--- config.mk ---
export PLATFORM = sky130hd
export DESIGN_NAME = sobel_stream_unit_flat
export DESIGN_NICKNAME = d
export VERILOG_FILES = /design/src/rtl/sobel_stream_if.sv /design/src/rtl/sobel_stream_unit.sv /design/src/flat_wrapper.sv
export SDC_FILE = /design/constraint.sdc
export NUM_CORES = 1
export LEC_CHECK = 0
export ABC_AREA = 1
export BUFFER_PORTS_ARGS = -buffer_cell sky130_fd_sc_hd__buf_2
export CORE_UTILIZATION = 35
export DETAILED_ROUTE_END_ITERATION = 7
export PLACE_DENSITY = 0.58
export SLEW_MARGIN = 10
export SYNTH_ARGS = -nofsm -noshare
export SYNTH_HDL_FRONTEND = slang
export SYNTH_SLANG_ARGS = --single-unit
--- constraint.sdc ---
create_clock -name clock -period 8.4 [get_ports clock]
set_input_delay 0.84 -clock clock [delete_from_list [all_inputs] [get_ports clock]]
set_output_delay 0.84 -clock clock [all_outputs]
set_load 0.02 [all_outputs]
--- src/rtl/sobel_stream_if.sv ---
// Byte-stream bundle for the Sobel unit: RX bytes in, TX bytes out with valid/ready, plus mode/status.
// The master side is the UART glue; the slave side is the Sobel unit.
interface sobel_stream_if;
  logic [1:0] mode;
  logic [7:0] rx_dados;
  logic       rx_pronto;
  logic       tx_pronto;
  logic [7:0] tx_dados;
  logic       tx_valido;
  logic       ocupado;
  logic       fim_imagem;

  modport master (
    output mode, rx_dados, rx_pronto, tx_pronto,
    input  tx_dados, tx_valido, ocupado, fim_imagem
  );

  modport slave (
    input  mode, rx_dados, rx_pronto, tx_pronto,
    output tx_dados, tx_valido, ocupado, fim_imagem
  );
endinterface

--- src/rtl/sobel_stream_unit.sv ---
// Frame-buffered Sobel engine: receives a packed frame, computes one result pixel per cycle,
// then streams the packed result frame out under valid/ready.
//
// state     | meaning
// RECEBE    | writing RX bytes into the raw frame buffer
// CALCULA   | one result pixel per cycle in raster order
// TRANSMITE | streaming packed result bytes to the TX sink
module sobel_stream_unit #(
  parameter int WIDTH      = 8,
  parameter int HEIGHT     = 4,
  parameter int PIXEL_BITS = 4
) (
  input logic           clock,
  input logic           reset,
  sobel_stream_if.slave bus
);
  localparam int PPB    = 8 / PIXEL_BITS;
  localparam int NPIX   = WIDTH * HEIGHT;
  localparam int NBYTES = NPIX / PPB;
  localparam int AW     = $clog2(NPIX);
  localparam int BW     = $clog2(NBYTES);
  localparam int XW     = $clog2(WIDTH);
  localparam int YW     = $clog2(HEIGHT);
  localparam int SW     = PIXEL_BITS + 4;
  localparam logic [XW-1:0] X_LAST  = XW'(WIDTH - 1);
  localparam logic [YW-1:0] Y_LAST  = YW'(HEIGHT - 1);
  localparam logic [BW-1:0] B_LAST  = BW'(NBYTES - 1);
  localparam logic [SW-1:0] PIX_MAX = SW'((1 << PIXEL_BITS) - 1);

  typedef enum logic [1:0] {RECEBE, CALCULA, TRANSMITE} state_t;

  state_t          state_q;
  logic [BW-1:0]   rx_byte_q;
  logic [BW-1:0]   tx_byte_q;
  logic [XW-1:0]   x_q;
  logic [YW-1:0]   y_q;
  logic [1:0]      mode_q;
  logic [7:0]      tx_dados_q;
  logic            tx_valido_q;
  logic            ocupado_q;
  logic            fim_q;

  logic [PIXEL_BITS-1:0] raw_q [NPIX];
  logic [PIXEL_BITS-1:0] res_q [NPIX];

  logic [XW-1:0]         xm, xp;
  logic [YW-1:0]         ym, yp;
  logic                  border;
  logic signed [SW-1:0]  gx, gy;
  logic [SW-1:0]         ax, ay, mag;
  logic [PIXEL_BITS-1:0] cur_pix, sat_pix, calc_pix_d;
  logic [BW-1:0]         tx_sel;
  logic [7:0]            tx_next_d;

  function automatic logic [AW-1:0] pix_addr(input logic [XW-1:0] x, input logic [YW-1:0] y);
    return AW'(y) * AW'(WIDTH) + AW'(x);
  endfunction

  function automatic logic [AW-1:0] byte_addr(input logic [BW-1:0] b, input int k);
    return AW'(b) * AW'(PPB) + AW'(k);
  endfunction

  function automatic logic signed [SW-1:0] sx(input logic [PIXEL_BITS-1:0] p);
    return $signed({{(SW - PIXEL_BITS){1'b0}}, p});
  endfunction

  // Neighbour coordinates are clamped so border pixels never address outside the frame.
  always_comb begin
    xm      = (x_q == '0)     ? x_q : x_q - XW'(1);
    xp      = (x_q == X_LAST) ? x_q : x_q + XW'(1);
    ym      = (y_q == '0)     ? y_q : y_q - YW'(1);
    yp      = (y_q == Y_LAST) ? y_q : y_q + YW'(1);
    border  = (x_q == '0) || (x_q == X_LAST) || (y_q == '0) || (y_q == Y_LAST);
    gx = (sx(raw_q[pix_addr(xp, ym)]) + sx(raw_q[pix_addr(xp, y_q)]) + sx(raw_q[pix_addr(xp, y_q)])
          + sx(raw_q[pix_addr(xp, yp)]))
       - (sx(raw_q[pix_addr(xm, ym)]) + sx(raw_q[pix_addr(xm, y_q)]) + sx(raw_q[pix_addr(xm, y_q)])
          + sx(raw_q[pix_addr(xm, yp)]));
    gy = (sx(raw_q[pix_addr(xm, yp)]) + sx(raw_q[pix_addr(x_q, yp)]) + sx(raw_q[pix_addr(x_q, yp)])
          + sx(raw_q[pix_addr(xp, yp)]))
       - (sx(raw_q[pix_addr(xm, ym)]) + sx(raw_q[pix_addr(x_q, ym)]) + sx(raw_q[pix_addr(x_q, ym)])
          + sx(raw_q[pix_addr(xp, ym)]));
    ax      = gx[SW-1] ? $unsigned(-gx) : $unsigned(gx);
    ay      = gy[SW-1] ? $unsigned(-gy) : $unsigned(gy);
    mag     = ax + ay;
    sat_pix = (mag > PIX_MAX) ? PIX_MAX[PIXEL_BITS-1:0] : mag[PIXEL_BITS-1:0];
    cur_pix = raw_q[pix_addr(x_q, y_q)];
    case (mode_q)
      2'd1:    calc_pix_d = ~cur_pix;
      2'd2:    calc_pix_d = cur_pix;
      default: calc_pix_d = border ? '0 : sat_pix;
    endcase
  end

  // Byte to present next: byte 0 when leaving CALCULA, otherwise the one after the current.
  always_comb begin
    tx_next_d = '0;
    tx_sel    = (state_q == TRANSMITE) ? tx_byte_q + BW'(1) : '0;
    for (int k = 0; k < PPB; k++) begin
      tx_next_d[8-1-k*PIXEL_BITS -: PIXEL_BITS] = res_q[byte_addr(tx_sel, k)];
    end
  end

  always_ff @(posedge clock) begin
    if (reset) begin
      if (state_q == RECEBE && bus.rx_pronto) begin
        for (int k = 0; k < PPB; k++) begin
          raw_q[byte_addr(rx_byte_q, k)] <= bus.rx_dados[8-1-k*PIXEL_BITS -: PIXEL_BITS];
        end
      end
      if (state_q == CALCULA) begin
        res_q[pix_addr(x_q, y_q)] <= calc_pix_d;
      end
    end
  end

  always_ff @(posedge clock) begin
    if (!reset) begin
      state_q     <= RECEBE;
      rx_byte_q   <= '0;
      tx_byte_q   <= '0;
      x_q         <= '0;
      y_q         <= '0;
      mode_q      <= '0;
      tx_dados_q  <= '0;
      tx_valido_q <= 1'b0;
      ocupado_q   <= 1'b0;
      fim_q       <= 1'b0;
    end else begin
      fim_q <= 1'b0;
      case (state_q)
        RECEBE: begin
          if (bus.rx_pronto) begin
            if (rx_byte_q == B_LAST) begin
              rx_byte_q <= '0;
              x_q       <= '0;
              y_q       <= '0;
              mode_q    <= bus.mode;
              ocupado_q <= 1'b1;
              state_q   <= CALCULA;
            end else begin
              rx_byte_q <= rx_byte_q + BW'(1);
            end
          end
        end
        CALCULA: begin
          if (x_q == X_LAST) begin
            x_q <= '0;
            if (y_q == Y_LAST) begin
              y_q         <= '0;
              tx_byte_q   <= '0;
              tx_dados_q  <= tx_next_d;
              tx_valido_q <= 1'b1;
              state_q     <= TRANSMITE;
            end else begin
              y_q <= y_q + YW'(1);
            end
          end else begin
            x_q <= x_q + XW'(1);
          end
        end
        TRANSMITE: begin
          if (tx_valido_q && bus.tx_pronto) begin
            if (tx_byte_q == B_LAST) begin
              tx_byte_q   <= '0;
              tx_valido_q <= 1'b0;
              fim_q       <= 1'b1;
              ocupado_q   <= 1'b0;
              state_q     <= RECEBE;
            end else begin
              tx_byte_q  <= tx_byte_q + BW'(1);
              tx_dados_q <= tx_next_d;
            end
          end
        end
        default: state_q <= RECEBE;
      endcase
    end
  end

  assign bus.tx_dados   = tx_dados_q;
  assign bus.tx_valido  = tx_valido_q;
  assign bus.ocupado    = ocupado_q;
  assign bus.fim_imagem = fim_q;
endmodule

--- src/flat_wrapper.sv ---
// flat-port wrapper written by rule: the top's interface ports become plain ports
module sobel_stream_unit_flat 
#(
  parameter int WIDTH      = 8,
  parameter int HEIGHT     = 4,
  parameter int PIXEL_BITS = 4
)
  (clock, reset, bus_mode, bus_rx_dados, bus_rx_pronto, bus_tx_pronto, bus_tx_dados, bus_tx_valido, bus_ocupado, bus_fim_imagem);
  sobel_stream_if bus_i ();
  input logic clock;
  input logic reset;
  input wire logic [$bits(bus_i.mode)-1:0] bus_mode;
  input wire logic [$bits(bus_i.rx_dados)-1:0] bus_rx_dados;
  input wire logic [$bits(bus_i.rx_pronto)-1:0] bus_rx_pronto;
  input wire logic [$bits(bus_i.tx_pronto)-1:0] bus_tx_pronto;
  output wire logic [$bits(bus_i.tx_dados)-1:0] bus_tx_dados;
  output wire logic [$bits(bus_i.tx_valido)-1:0] bus_tx_valido;
  output wire logic [$bits(bus_i.ocupado)-1:0] bus_ocupado;
  output wire logic [$bits(bus_i.fim_imagem)-1:0] bus_fim_imagem;
  assign bus_i.mode = bus_mode;
  assign bus_i.rx_dados = bus_rx_dados;
  assign bus_i.rx_pronto = bus_rx_pronto;
  assign bus_i.tx_pronto = bus_tx_pronto;
  assign bus_tx_dados = bus_i.tx_dados;
  assign bus_tx_valido = bus_i.tx_valido;
  assign bus_ocupado = bus_i.ocupado;
  assign bus_fim_imagem = bus_i.fim_imagem;
  sobel_stream_unit #(.WIDTH(WIDTH), .HEIGHT(HEIGHT), .PIXEL_BITS(PIXEL_BITS)) u_core (.clock(clock), .reset(reset), .bus(bus_i));
endmodule
==> results_dict.tcl <==
set metrics [dict create \
    drt-wirelength-per-cell_um 19.0 \
    cts_tree "yes" \
    floorplan.initialDensity_pct 35.7 \
    setup_viol_count_final 0 \
    place.gp.congestion 0.931 \
    post-synth-top-area-cell "edfxtp_1" \
    area.growth.synth_to_final_pct 12.6 \
    clock_tree_buf_depth 3 \
    grt_start_max_net_pins 67 \
    clkLatencyLatePin_ps 580 \
    final.period_utilization_pct 94.1 \
    synth_common_cells "340 x nand2_1, 256 x edfxtp_1, 253 x o21ai_0" \
    clock_pin_slew_worst_setup_and_hold_paths_ps 60 \
    arrival_time_worst_endpoint_ps 8210 \
    period_minus_slack_ps 7910 \
    postSynthCellCount 2007 \
    hold_buffers 0 \
    nNetsFinal 2126 \
    yosysMostFrequentCell "nand2_1" \
    tritoncts_num_sinks 284 \
    critical_path_required_ps 8710 \
    syn_area_um2 17600 \
    global_route.overflow_total 0 \
    drt-vias-per-instance 5.37 \
    die_area_um2 51100 \
    grt_pass1_vias 13800 \
    fin_worst_skew_ps 24.6 \
    hpwl_um 36300 \
    layout.area.seq_um2 8250 \
    portBuffers 24 \
    achievable-frequency_mhz 127 \
    post_synth_edffs 256 \
    synth.avg_cell_area_um2 8.76 \
    timing.critical_path.from_type "flip-flop" \
    synthArstFlopShare_pct 0 \
    core-area_um2 49300 \
    timing_worst_slew_pin_value_ps 1270 \
    synth-main-ff-cell "edfxtp_1" \
    first_pass_grt_wire_length_um 78900 \
    cap_violations 0 \
    ys.warnings.count 0 \
    drt_iter0_drc 1358 \
    yosys-top-cells-area "edfxtp_1 44%, nand2_1 7.3%, o21ai_0 7.2%, a21oi_1 4.4%, inv_1 4.4%" \
    synth.yosys.seq_area_share_pct 46.9 \
    timing.critical_path.fanout_max 48 \
    row_count 81 \
    setup_crit_end_kind "flip-flop" \
    fillerInstances 4867 \
    die_y_um 226 \
    via_count 14500 \
    cts_buffers 31 \
    worst_path_max_delay_cell "fa_1" \
    post-route-drc-count 0 \
    first_pass_iteration_count_of_the_detailed_router 5 \
    depth_of_the_cts_h_tree 1 \
    ffs_latches_synth 284 \
    grt_util_all_layers_pct 20.0 \
    number_of_top_level_pins 25 \
    hold_slack_ps 480 \
    grt_antenna_before_repair 0 \
    timing.final.max_slew_violations 0 \
    max-slew-margin-rel_pct 15.5 \
    synth_top_area_share_pct 43.7 \
    detail_route.wirelength_um 51400 \
    insertedDiodeCount 0 \
    detail-route-antenna-nets 0 \
    holdCritPathClass "reg -> reg" \
    cp_common_cell "inv_1" \
    multi_input_comb_area_um2 8020 \
    run_status "completed" \
    slowest_delay_ps 530 \
    cts-root-buf "clkbuf_16" \
    postSynthNetCount 2115 \
    die_w_um 226 \
    synth_cell_type_count 55 \
    post_route_cells_drive_above_1_share_pct 10.3 \
    hold_viol_final 0 \
    timing_worst_setup_path_type "reg -> reg" \
]
==> cell usage in the layout, fill, tap and decap left out, types with 6 or more instances in the layout <==
cell type / instances
a21oi_1: 153
and2_1: 7
buf_6: 6
o21ai_0: 246
o211ai_1: 74
clkbuf_16: 32
o221ai_1: 22
or2_2: 17
buf_4: 55
nor2_1: 163
xnor2_1: 10
dfxtp_1: 26
nand2_1: 339
xor2_1: 12
ha_1: 55
inv_2: 7
fa_1: 35
clkbuf_1: 10
nand2_2: 7
inv_1: 206
nand3_1: 151
buf_12: 9
o22ai_1: 9
o21ai_1: 17
edfxtp_1: 256
buf_2: 24
==> routing by layer <==
metal  up-vias  global-route usage [%]  wire (um)
li1       6980                       -          -
met1      6981                    27.4      22600
met2       494                    33.0      24100
met3        91                    2.20       3000
met4         0                    6.56       1630
met5         -                       0          0
==> cell type report <==
cell class              instances  area share, %
inverters                     217           4.17
clock inverters                14           1.02
clock buffers                  44           4.38
multi-input cells            1389           40.5
repair buffers                 95           4.02
well taps                     664           4.20
flip-flops and latches        284           41.7
==> path summary, 6_finish.rpt <==
kind | startpoint | endpoint | slack [ps] | cells past startpoint
min | u_core.bus.tx_valido$_SDFFE_PN0P_ | u_core.bus.tx_valido$_SDFFE_PN0P_ | 480 | 2
max | u_core.x_q[0]$_SDFFE_PN0P_ | u_core.res_q[19][2]$_DFFE_PP_ | 490 | 41
max reg2reg | u_core.x_q[0]$_SDFFE_PN0P_ | u_core.res_q[19][2]$_DFFE_PP_ | 490 | 41
min reg2reg | u_core.bus.tx_valido$_SDFFE_PN0P_ | u_core.bus.tx_valido$_SDFFE_PN0P_ | 480 | 2
==> worst max-delay path: cells and delay by family, from the launching register on <==
kind | cells | cell delay [ps]
xor gates and xnor gates | 1 | 190
buffers and inverters | 15 | 1420
and+or+nand+nor | 8 | 1010
AOI/OAI and AO/OA | 8 | 1370
adders and majority gates | 9 | 3230
DFF | 1 | 370
==> sequential cells by signal (all words and copies together), names as in the netlist <==
signal and flops:
u_core.raw_q 128, u_core.bus.ocupado 1, u_core.y_q 2, u_core.mode_q 2, u_core.bus.tx_valido 1, u_core.x_q 3, u_core.bus.fim_imagem 1, u_core.bus.tx_dados 8
u_core.state_q 2, u_core.tx_byte_q 4, u_core.res_q 128, u_core.rx_byte_q 4
==> kinds of logic after synthesis <==
kind of cell	count (synthesis)	synth area share, %
xor gates and xnor gates	22	1.10
AOI/OAI and AO/OA	567	18.7
adders and majority gates	94	8.27
and+or+nand+nor	704	16.9
muxes	2	0.121
buffers and inverters	334	7.99
DFF	284	46.9
==> timing repair <==
item / 4_1_cts / 5_1_grt
endpoints found under the setup margin: 0 / 128
buffers inserted: 0 / 11
hold endpoints to repair: 0 / 0
gates resized for setup: 0 / 29
==> per-stage QoR <==
stage,util [%],TNS [ps],setup slack (ps),instance area [um2],std cells
2_1_floorplan,-,0,46.5,17600,2007
3_3_place_gp,37.5,0,276,18500,2638
3_5_place_dp,37.5,0,88.1,18500,2638
4_1_cts,39.7,0,66.8,19600,2696
5_1_grt,40.2,-2870,-48.2,19800,2707
6_report,40.2,0,495,19800,2707
Power is not shown: default switching activity piles up to over one toggle a cycle in this logic, so the estimate is an artifact.
